===== src/rtl/memory_arbiter.sv =====
// memory_arbiter: shares one fixed-latency single-port RAM between fetch and data channels
module memory_arbiter #(
    parameter int ADDR_W  = 32,
    parameter int DATA_W  = 32,
    parameter int RAM_LAT = 2
) (
    input  logic              CLK,
    input  logic              RST,
    input  logic              iREN,
    input  logic [ADDR_W-1:0] iaddr,
    output logic [DATA_W-1:0] iload,
    output logic              ihit,
    input  logic              dREN,
    input  logic              dWEN,
    input  logic [ADDR_W-1:0] daddr,
    input  logic [DATA_W-1:0] dstore,
    output logic [DATA_W-1:0] dload,
    output logic              dhit,
    output logic [ADDR_W-1:0] ramaddr,
    output logic [DATA_W-1:0] ramstore,
    output logic              ramREN,
    output logic              ramWEN,
    input  logic [DATA_W-1:0] ramload
);
    localparam int CW = $clog2(RAM_LAT + 1);
    typedef enum logic [1:0] {IDLE, IBUSY, DBUSY, DONE} state_t;
    state_t        state;
    logic          last_d;
    logic          d_req;
    logic          grant_d;
    logic          grant_w;
    logic [CW-1:0] cnt;
    assign d_req   = dREN | dWEN;
    assign grant_d = d_req & (~iREN | ~last_d);
    assign grant_w = grant_d & dWEN;
    // the ram* registers double as the latched command for the whole access
    always_ff @(posedge CLK) begin
        if (RST) begin
            state    <= IDLE;
            last_d   <= 1'b0;
            cnt      <= '0;
            iload    <= '0;
            dload    <= '0;
            ihit     <= 1'b0;
            dhit     <= 1'b0;
            ramaddr  <= '0;
            ramstore <= '0;
            ramREN   <= 1'b0;
            ramWEN   <= 1'b0;
        end else begin
            ihit <= 1'b0;
            dhit <= 1'b0;
            case (state)
                IDLE: if (d_req | iREN) begin
                    state    <= grant_d ? DBUSY : IBUSY;
                    last_d   <= grant_d;
                    cnt      <= CW'(RAM_LAT - 1);
                    ramaddr  <= grant_d ? daddr : iaddr;
                    ramstore <= grant_w ? dstore : '0;
                    ramREN   <= ~grant_w;
                    ramWEN   <= grant_w;
                end
                IBUSY, DBUSY: if (cnt == '0) begin
                    state    <= DONE;
                    ihit     <= state == IBUSY;
                    dhit     <= state == DBUSY;
                    ramaddr  <= '0;
                    ramstore <= '0;
                    ramREN   <= 1'b0;
                    ramWEN   <= 1'b0;
                    if (ramREN && state == IBUSY) iload <= ramload;
                    if (ramREN && state == DBUSY) dload <= ramload;
                end else begin
                    cnt <= cnt - 1'b1;
                end
                DONE: state <= IDLE;
            endcase
        end
    end
endmodule

===== config.mk =====
export PLATFORM = sky130hd
export DESIGN_NAME = memory_arbiter
export DESIGN_NICKNAME = d
export VERILOG_FILES = /design/src/rtl/memory_arbiter.sv
export SDC_FILE = /design/constraint.sdc
export NUM_CORES = 1
export LEC_CHECK = 0
export CORE_UTILIZATION = 32
export CTS_CLUSTER_SIZE = 12
export DETAILED_ROUTE_END_ITERATION = 8
export GPL_TIMING_DRIVEN = 0
export MAX_ROUTING_LAYER = met4
export PLACE_DENSITY = 0.67
export REMOVE_ABC_BUFFERS = 1
export SLEW_MARGIN = 20
export SYNTH_ARGS = -nofsm -noshare
export SYNTH_HDL_FRONTEND = slang
export SYNTH_SLANG_ARGS = --single-unit

===== constraint.sdc =====
create_clock -name CLK -period 2.3 [get_ports CLK]
set_input_delay 0.345 -clock CLK [delete_from_list [all_inputs] [get_ports CLK]]
set_output_delay 0.345 -clock CLK [all_outputs]
set_load 0.01 [all_outputs]

==> impl_metrics.yaml <==
critical_path:
  critical_path_arrival_ns: 2.44
  cp_num_buf_inv: 1
  worst-endpoint-required_ns: 2.60
  cp_cell_sequence: "inv_1 > ha_1 > mux2_2 > and4_4 > a32o_1"
  ff2ff_path_depth: 5
  reg2reg_capture_point: "ramstore[23]"
  cp_slowest_stage_delay_ns: 0.52
  critical_path_capture_point_type: "flip-flop"
  crit_path_start_kind: "flip-flop"
  cp_max_fo: 33
  crit_cells: 5
  critical_path.endpoint: "ramstore[23]"
  startpoint: "state[0]"
  reg2reg_slack_ns: 0.16
  critPathSlowestCell: "sky130_fd_sc_hd__ha_1"
  regToRegStartpoint: "state[0]"
  path_class: "reg2reg"
  timing.critical_path.max_delay_family: "adder cells"
synthesis:
  synth_enable_flop_cells: 0
  synth_cell_types: 37
  ys_warnings: 0
  synth-seq-area-share_pct: 54.06
  synth.top_cell.area_share_pct: 54.06
  synth_instances: 522
  post_synth_main_area_contributors: "sky130_fd_sc_hd__dfxtp_1 54%, sky130_fd_sc_hd__nand2_1 9.8%, sky130_fd_sc_hd__a21oi_1 6.7%"
  syn-mean-instance-area_um2: 9.720
  async_reset_ff_share_pct: 0
  synth_area_um2: 5074
  synth_top_flop_cell: "sky130_fd_sc_hd__dfxtp_1"
  yosysTopAreaCell: "sky130_fd_sc_hd__dfxtp_1"
  synth-seq-cells: 137
timing:
  rsz0062_at_grt: "no"
  fin_crit_ns: 2.141
  final.setup.worst_slack_ns: 0.1586
  max_freq_ghz: 0.4670
  fin_worst_hold_slack_ns: 0.4532
  drv_slew: 0
  setup_violations: 0
  clock-skew-final_ns: 0.009108
  slew_headroom_pct: 43.88
  final-hold-violation-count: 0
  worst-slew-pin-transition_ns: 0.8418
  layout_worst_path_cycle_share_pct: 93.10
grt:
  grt_antenna_before_repair: 0
  grt_pass1_wl_um: 24450
  globalRoute.totalOverflow: 0
  grt_use_total_pct: 19.91
  grt_max_degree: 77
  grt_pass1_vias: 4808
floorplan:
  die_h_um: 127.9
  floorplan.core_area_um2: 15310
  initial_utilization_pct: 33.13
  fp-row-count: 45
  total_die_area_um2: 16360
  die_width_um: 127.9
  num_io_pins: 265
outcome:
  run_status: "complete, no violations"
final_layout:
  area_of_the_multi_input_gates_um2: 2155
  post_layout_instance_area_um2: 8543
  drive_gt1_share_pct: 7.261
  sequential_cell_area_um2: 2743
  fin_nets: 909
  antenna-diode-count: 0
  num-fill-cells: 1341
  flow.area_growth_from_synthesis_pct: 68.38
  final_core_utilization_pct: 55.78
  finalNonFillerCells: 996
placed_design:
  dpl_worst_slack_ns: -0.4494
  globalplace.congestion: 0.7808
  dp_cells: 958
  dp_hpwl_um: 11170
  placedInstanceArea_um2: 7880
  placement.io_buffers: 264
clock_tree:
  clkLatencyLatePin_ns: 0.42
  clock-root-buffer: "sky130_fd_sc_hd__clkbuf_16"
  clock-sinks: 137
  worst_setup_hold_path_clk_slew_ns: 0.06
  cts_tree: "built"
  h-tree-depth: 4
  cts_buffer_depth: 2
  cts-buffers-inserted: 17
drt:
  drt_first_iter_violations: 203
  routed_wl_um: 16020
  ant_nets: 0
  post_drt_wl_per_cell_um: 16.08
  vias_per_cell: 4.937
  dr_total_vias: 4917
  post-route-drc-count: 0
  drt-pass1-iter-count: 6
hold_path:
  min_path_cells: 2
  timing.hold.worst.start: "dload[6]"
  timing.hold.worst.class: "reg2reg"
power:
  power.density_nw_per_um2: 1006
  power.static_leakage_nw: 2.978
  worst_voltage_drop_across_the_vdd_grid_mv: 0.5460
flow_run:
  max_cap_violations: 0
## sequential cells by signal, indices dropped and copies added (netlist names)
register  count
ramREN        1
ihit          1
ramWEN        1
state         2
dload        32
iload        32
last_d        1
cnt           2
ramaddr      32
dhit          1
ramstore     32
## timing repair
| item | 4_1_cts | 5_1_grt |
|---|---|---|
| pin swaps | 0 | 1 |
| gates resized for setup | 5 | 1 |
| setup buffers | 3 | 2 |
| endpoints found under the setup margin | 65 | 13 |
| cloned | 1 | 0 |
| hold buffers | 0 | 0 |
## worst min-delay path, cell delays in order (launching register included)
cell and delay (ns):
sky130_fd_sc_hd__dfxtp_1 0.30, sky130_fd_sc_hd__nand2_1 0.05, sky130_fd_sc_hd__a21oi_1 0.05
## cell type report
class / instances / area share [%]
multi-input cells: 336 / 25.22
repair buffers: 275 / 32.37
clock inverters: 12 / 1.757
flip-flops and latches: 137 / 32.10
well taps: 211 / 3.090
clock buffers: 20 / 5.228
inverters: 5 / 0.2343
## per-layer routing
layer / part of all wire (%) / GRT usage (%)
met5: 0 / -
met4: 1.9 / 9.343
met3: 6.1 / 4.716
met2: 52 / 34.18
met1: 40 / 21.74
## layout by cell type (no fill, tap or decap), types with 2 or more instances in the layout
cell,count
sky130_fd_sc_hd__a211oi_1,3
sky130_fd_sc_hd__a21oi_1,68
sky130_fd_sc_hd__a21oi_4,2
sky130_fd_sc_hd__a32o_1,33
sky130_fd_sc_hd__and4_4,2
sky130_fd_sc_hd__buf_4,6
sky130_fd_sc_hd__buf_6,4
sky130_fd_sc_hd__bufinv_16,3
sky130_fd_sc_hd__clkbuf_1,2
sky130_fd_sc_hd__clkbuf_16,17
sky130_fd_sc_hd__clkdlybuf4s50_1,263
sky130_fd_sc_hd__clkinv_2,5
sky130_fd_sc_hd__clkinv_4,2
sky130_fd_sc_hd__clkinvlp_4,3
sky130_fd_sc_hd__dfxtp_1,137
sky130_fd_sc_hd__ha_1,4
sky130_fd_sc_hd__inv_1,4
sky130_fd_sc_hd__mux2i_1,32
sky130_fd_sc_hd__nand2_1,132
sky130_fd_sc_hd__nand2b_1,3
sky130_fd_sc_hd__nand4_1,2
sky130_fd_sc_hd__nor2_1,4
sky130_fd_sc_hd__nor3b_1,2
sky130_fd_sc_hd__o2bb2ai_1,30
sky130_fd_sc_hd__o2bb2ai_2,2
## cell usage after synthesis (2+ instances only)
library cell                  n
sky130_fd_sc_hd__o2bb2ai_2    2
sky130_fd_sc_hd__nor2_1       4
sky130_fd_sc_hd__a32o_1      33
sky130_fd_sc_hd__and4_1       3
sky130_fd_sc_hd__dfxtp_1    137
sky130_fd_sc_hd__a21oi_1     68
sky130_fd_sc_hd__clkbuf_1    22
sky130_fd_sc_hd__buf_6        3
sky130_fd_sc_hd__nor3b_1      2
sky130_fd_sc_hd__ha_1         4
sky130_fd_sc_hd__buf_2       15
sky130_fd_sc_hd__o2bb2ai_1   31
sky130_fd_sc_hd__inv_1        4
sky130_fd_sc_hd__mux2i_1     32
sky130_fd_sc_hd__buf_4        4
sky130_fd_sc_hd__a211oi_1     3
sky130_fd_sc_hd__nand4_1      2
sky130_fd_sc_hd__nand2_1    132
sky130_fd_sc_hd__nand2b_1     3
## how the worst min path moves through the flow
stage | end | slack [ns]
global placement | dload[6] | 0.44
finish | dload[6] | 0.45
global route | iload[16] | 0.48
CTS | dload[5] | 0.46
detailed placement | ramaddr[20] | 0.45
floorplan | dload[0] | 0.41
## power by group
part,total [mW],switching [mW],internal (mW)
Combinational,2.79,1.36,1.44
Clock,2.72,0.992,1.73
Sequential,3.09,0.253,2.83
Total,8.60,2.60,5.99
## cell families after synthesis
logic type               count (synthesis)  share of synthesized area (%)
AND/OR/NAND/NOR                        152                          12.31
adder cells (fa/ha/maj)                  4                         0.9865
buffers and inverters                   50                          4.809
AO/OA/AOI/OAI                          146                          21.31
multiplexers                            33                          6.535
flip-flops                             137                          54.06
## stage by stage
stage | total power [mW] | setup TNS, ns
6_report | 8.596 | 0
3_3_place_gp | 5.728 | -211.89
4_1_cts | 8.690 | 0
5_1_grt | 9.032 | 0
2_1_floorplan | 4.324 | -27.73
3_5_place_dp | 5.834 | -28.64
(Power assumes the default switching activity.)
